$ cat config.mk
export PLATFORM = sky130hd
export DESIGN_NAME = spi_slave
export DESIGN_NICKNAME = d
export VERILOG_FILES = /design/src/rtl/spi_slave.sv
export SDC_FILE = /design/constraint.sdc
export NUM_CORES = 1
export LEC_CHECK = 0
export CAP_MARGIN = 10
export CORE_AREA = 2 2 60 62
export DETAILED_ROUTE_END_ITERATION = 10
export DIE_AREA = 0 0 62 64
export HOLD_SLACK_MARGIN = 0.05
export PLACE_DENSITY = 0.8
export SYNTH_ARGS = -nofsm -noshare
export SYNTH_HDL_FRONTEND = slang
export SYNTH_SLANG_ARGS = --single-unit
export TNS_END_PERCENT = 1
$ cat constraint.sdc
create_clock -name clock -period 1.75 [get_ports clock]
set_input_delay 0.2625 -clock clock [delete_from_list [all_inputs] [get_ports clock]]
set_output_delay 0.2625 -clock clock [all_outputs]
set_load 0.01 [all_outputs]
$ cat src/rtl/spi_slave.sv
// Mode-0 SPI slave: pins oversampled in the clock domain, received words go out on
// the out/put stream, transmit words are pulled from the in/get/empty source.
//
// state | meaning
// IDLE  | chip select high; spi_miso parked high
// LOAD  | one cycle after cs_n fall; fetch first transmit word
// SHIFT | shifting on synced sclk edges until cs_n rises
module spi_slave #(
   parameter int W = 8
) (
   input  logic         clock,
   input  logic         reset_n,
   input  logic         spi_cs_n,
   input  logic         spi_clock,
   input  logic         spi_mosi,
   output logic         spi_miso,
   input  logic [W-1:0] in,
   output logic         get,
   input  logic         empty,
   output logic [W-1:0] out,
   output logic         put
);

   localparam int CW = $clog2(W);
   localparam logic [CW-1:0] LAST = CW'(W - 1);

   typedef enum logic [1:0] {IDLE, LOAD, SHIFT} state_t;

   state_t        state;
   logic [2:0]    cs_q;
   logic [2:0]    sclk_q;
   logic [1:0]    mosi_q;
   logic [CW-1:0] count;
   logic [W-1:0]  rx;
   logic [W-1:0]  tx;
   logic          reload;

   logic          cs_fall;
   logic          cs_rise;
   logic          sclk_rise;
   logic          sclk_fall;
   logic [W-1:0]  rx_next;

   // Events compare sync stage 2 against stage 3; mosi only needs two stages.
   assign cs_fall   =  cs_q[2]   & ~cs_q[1];
   assign cs_rise   = ~cs_q[2]   &  cs_q[1];
   assign sclk_rise = ~sclk_q[2] &  sclk_q[1];
   assign sclk_fall =  sclk_q[2] & ~sclk_q[1];
   assign rx_next   = {rx[W-2:0], mosi_q[1]};

   // get marks the cycle in which `in` is captured into tx, so it must be
   // combinational alongside the capture; cs_n rise pre-empts any fetch.
   assign get = ~cs_rise & ~empty &
                ((state == LOAD) | ((state == SHIFT) & sclk_fall & reload));

   always_ff @(posedge clock or negedge reset_n) begin
      if (!reset_n) begin
         cs_q     <= 3'b111;
         sclk_q   <= 3'b000;
         mosi_q   <= 2'b00;
         state    <= IDLE;
         count    <= '0;
         rx       <= '0;
         tx       <= '1;
         reload   <= 1'b0;
         out      <= '0;
         put      <= 1'b0;
         spi_miso <= 1'b1;
      end else begin
         cs_q   <= {cs_q[1:0], spi_cs_n};
         sclk_q <= {sclk_q[1:0], spi_clock};
         mosi_q <= {mosi_q[0], spi_mosi};
         put    <= 1'b0;

         if (cs_rise) begin
            state    <= IDLE;
            spi_miso <= 1'b1;
            count    <= '0;
            reload   <= 1'b0;
         end else begin
            case (state)
               IDLE: begin
                  spi_miso <= 1'b1;
                  if (cs_fall) state <= LOAD;
               end
               LOAD: begin
                  tx       <= empty ? '1 : in;
                  spi_miso <= empty ? 1'b1 : in[W-1];
                  count    <= '0;
                  reload   <= 1'b0;
                  state    <= SHIFT;
               end
               SHIFT: begin
                  if (sclk_rise) begin
                     rx <= rx_next;
                     if (count == LAST) begin
                        out    <= rx_next;
                        put    <= 1'b1;
                        count  <= '0;
                        reload <= 1'b1;
                     end else begin
                        count <= count + CW'(1);
                     end
                  end else if (sclk_fall) begin
                     if (reload) begin
                        tx       <= empty ? '1 : in;
                        spi_miso <= empty ? 1'b1 : in[W-1];
                        reload   <= 1'b0;
                     end else begin
                        tx       <= {tx[W-2:0], 1'b1};
                        spi_miso <= tx[W-2];
                     end
                  end
               end
               default: state <= IDLE;
            endcase
         end
      end
   end

endmodule

==> qor.txt <==
Slowest cell on crit path -> dfrtp_1
Critical R2R Capture -> count[0]
P per Cell Area -> 1190 nW/um^2
Slew headroom -> 0.7011
Routability cong. -> 0.8501
Crit end category -> register
TritonCTS buffer count -> 5
Critical Path Start Type -> register
Fillers -> 238
Num rows -> 21
Commonest non-fill, non-tap cell in the layout -> dfrtp_1
First-pass GRT wire length -> 4947 microns
I/O pin count -> 25
DRC violations left -> 0
Die X -> 62 microns
VDD IR max -> 537.6 uV
Count of final setup violators -> 0
Synth Cell Area -> 1710 sq um
Worst Hold Class -> in -> reg
Fin area -> 2201 sq um
Vias in the first global route -> 1205
Synth Area in Compound Gates -> 0.09583
Initial antenna violation count -> 0
Initial Util -> 0.5208
All-Layer GR Usage -> 0.1657
Seq pwr share -> 0.469
Final wirelength -> 2841 microns
Setup Crit Path Kind -> reg -> reg
Root Buffer -> clkbuf_4
Worst Path Required -> 1980 ps
Cells along the critical path -> inv_1 -> ha_4 -> buf_4 -> nor2b_2 -> a211oi_2 -> mux2_2
CTS tree -> yes
Vias per Instance -> 5.077
Simple logic cell fraction of the synthesized area -> 0.1280
Area of the die -> 3968 sq um
CP arrival -> 1930 ps
Placed Cells -> 223
Net Sw Power -> 0.0008245 W
Cells after Synth -> 146
Largest family of logic cells by synthesized area -> simple AND/OR/NAND/NOR gates
Setup_tns -> 0 ps
Net Sw Frac -> 0.3147
Cell Int Power -> 0.001795 W
Mux cell area share after synthesis -> 0.1141
Most frequent cells in the layout -> dfrtp_1, clkdlybuf4s50_1, mux2_2
Grt total ovfl -> 0
Worst R2R Path Depth -> 6
Core box area -> 3284 sq um
Min-Delay Path Depth -> 1
Final Non-Filler Cells -> 234
Max Cap Violations -> 0
Syn avg cell area -> 11.72 sq um
Placed wire-length estimate -> 2078 microns
Clock skew -> 10.51 ps
Nets -> 209
Yosys reg bits -> 38
Worst R2R Setup Slack -> 50 ps
Final period utilization -> 0.9717
I/O Buffers -> 24
WL/cell -> 12.14 microns
Syn_nets -> 168
Outcome -> finished clean
Pins Over Slew Limit -> 0
# clock sinks -> 38
Critical path's largest stage delay -> 420 ps
Clock Pin Slew Worst Setup and Hold Paths -> 100 ps
# H-tree levels -> 2
Largest net degree at the start of global routing -> 39
Placed cell area -> 2072 sq um
Max clock buf depth -> 2
Tmin final -> 1700 ps
Peak fanout along the critical path -> 4
Layout cell share with drive strength beyond 1 -> 0.3351
Antenna diodes -> 0
Hold Startpoint -> spi_cs_n
Post-DRT Antenna Nets -> 0
Clock Power Share -> 0.176
Logic gate share of total power -> 0.355
RSZ-0062 raised after global routing -> true
Xor-xnor portion of the synthesized cell area -> 0
DR vias -> 1188
Starting DRC count in detailed routing -> 39
Leakage power -> 1.030 nW
Post-synthesis sequential area ratio -> 0.5640
DRT Pass-1 Iters -> 4
Yosys cell types -> 28
Reg2reg start -> state[1]
Synth Area in Adders -> 0.05852
Die Ht -> 64 microns
Final hold violation count -> 0
Fmax -> 588.1 MHz
Area Overhead vs Synth -> 28.68%
Worst skew pair latency -> 340 ps
Synth Warn # -> 0
Least-Margin Pin Slew -> 448.4 ps
Min-Delay Endpoint -> cs_q[0]
-- cell usage after synthesis --
cell type   n  share of area
buf_2       3         0.0088
nor2_1     15          0.033
clkbuf_1    1         0.0022
a21oi_2     1         0.0051
inv_1       7          0.015
o21ai_0     7          0.020
a32o_1      2          0.012
dfrtp_1    27           0.40
nand2_4     1         0.0066
nor4_1      1         0.0037
o221ai_1    1         0.0051
nor3_1      4          0.012
and3b_1     1         0.0051
ha_1        8          0.059
o32a_1      1         0.0059
buf_6       2          0.013
nand4b_1    2          0.010
o21bai_1    1         0.0044
dfstp_2    11           0.17
mux2_2     16           0.11
a211oi_2    1         0.0073
nor2b_1     6          0.022
mux2_4      1         0.0088
a21oi_1     9          0.026
a31oi_1     1         0.0037
o21ai_1     2         0.0059
and4bb_1    1         0.0073
nand2_1    13          0.029
-- per-stage QoR --
stage,worst slack [ps],total power (W),hold WS [ps],util
after detailed placement,-11.14,0.002109,336.5,0.6309
final,49.60,0.002620,327.7,0.6701
after CTS,20.97,0.002630,314.7,0.6632
after global placement,4.952,0.002065,324.2,0.6309
after floorplan,110.3,0.001835,-33.09,-
after global routing,-13.72,0.002832,322.1,0.6701
-- registers in the layout, summed over array words and instances, names as in the netlist --
| register | count |
|---|---|
| count | 3 |
| spi_miso | 1 |
| out | 8 |
| tx | 7 |
| mosi_q | 2 |
| reload | 1 |
| sclk_q | 3 |
| cs_q | 3 |
| state | 2 |
| rx | 7 |
| put | 1 |
-- power by group through the flow --
stage               clock, W  sequential [W]  combinational (W)
finish              0.000462         0.00123           0.000929
global route        0.000525         0.00125            0.00105
CTS                 0.000482         0.00122           0.000924
detailed placement         0         0.00123           0.000874
global placement           0         0.00122           0.000843
floorplan                  0         0.00121           0.000627
-- worst max-delay path, delay by kind of cell, from the launching register on --
kind,cells,cell delay [ps]
adder cells (fa/ha/maj),1,180
AO/OA/AOI/OAI,1,240
buffers and inverters,2,250
flip-flops,1,420
multiplexers,1,360
AND/OR/NAND/NOR,1,160
-- worst max-delay path by stage --
| stage | start | to | slack, ps |
|---|---|---|---|
| 5_1_grt | state[1] | out[2] | -10 |
| 3_5_place_dp | cs_q[2] | get | -10 |
| 2_1_floorplan | state[0] | out[0] | 110 |
| 4_1_cts | cs_q[1] | out[7] | 20 |
| 3_3_place_gp | cs_q[2] | get | 5 |
| 6_report | state[1] | count[0] | 50 |
-- layer usage --
metal,global-route usage,vias to the layer above,wire length (microns)
met2,0.2656,30,1443
met4,0.07713,0,63
met3,0.04453,7,137
met1,0.2019,568,1196
li1,-,583,-
met5,0,-,0
-- kinds of logic after synthesis --
family | count (synthesis)
compound gates | 26
fa+ha+maj | 8
flops | 38
buf+inv | 13
mux | 17
simple gates | 44
-- final cells by class --
class,instances,area [sq um],share of cell area
Timing Repair Buffer,40,365.4,0.1660
Clock inverter,2,12.51,0.005685
Sequential cell,38,965.9,0.4389
Clock buffer,6,51.30,0.02331
Multi-Input combinational cell,95,721.9,0.3280
Tap cell,46,57.56,0.02615
Inverter,7,26.28,0.01194
-- repair_timing --
item,CTS,global route
gates resized for setup,10,4
endpoints found under the setup margin,1,17
hold endpoints to repair,27,0
hold buffers,1,0
setup buffers,2,0
pin swaps,1,0
Note: power is estimated with default switching activity, not from simulation.
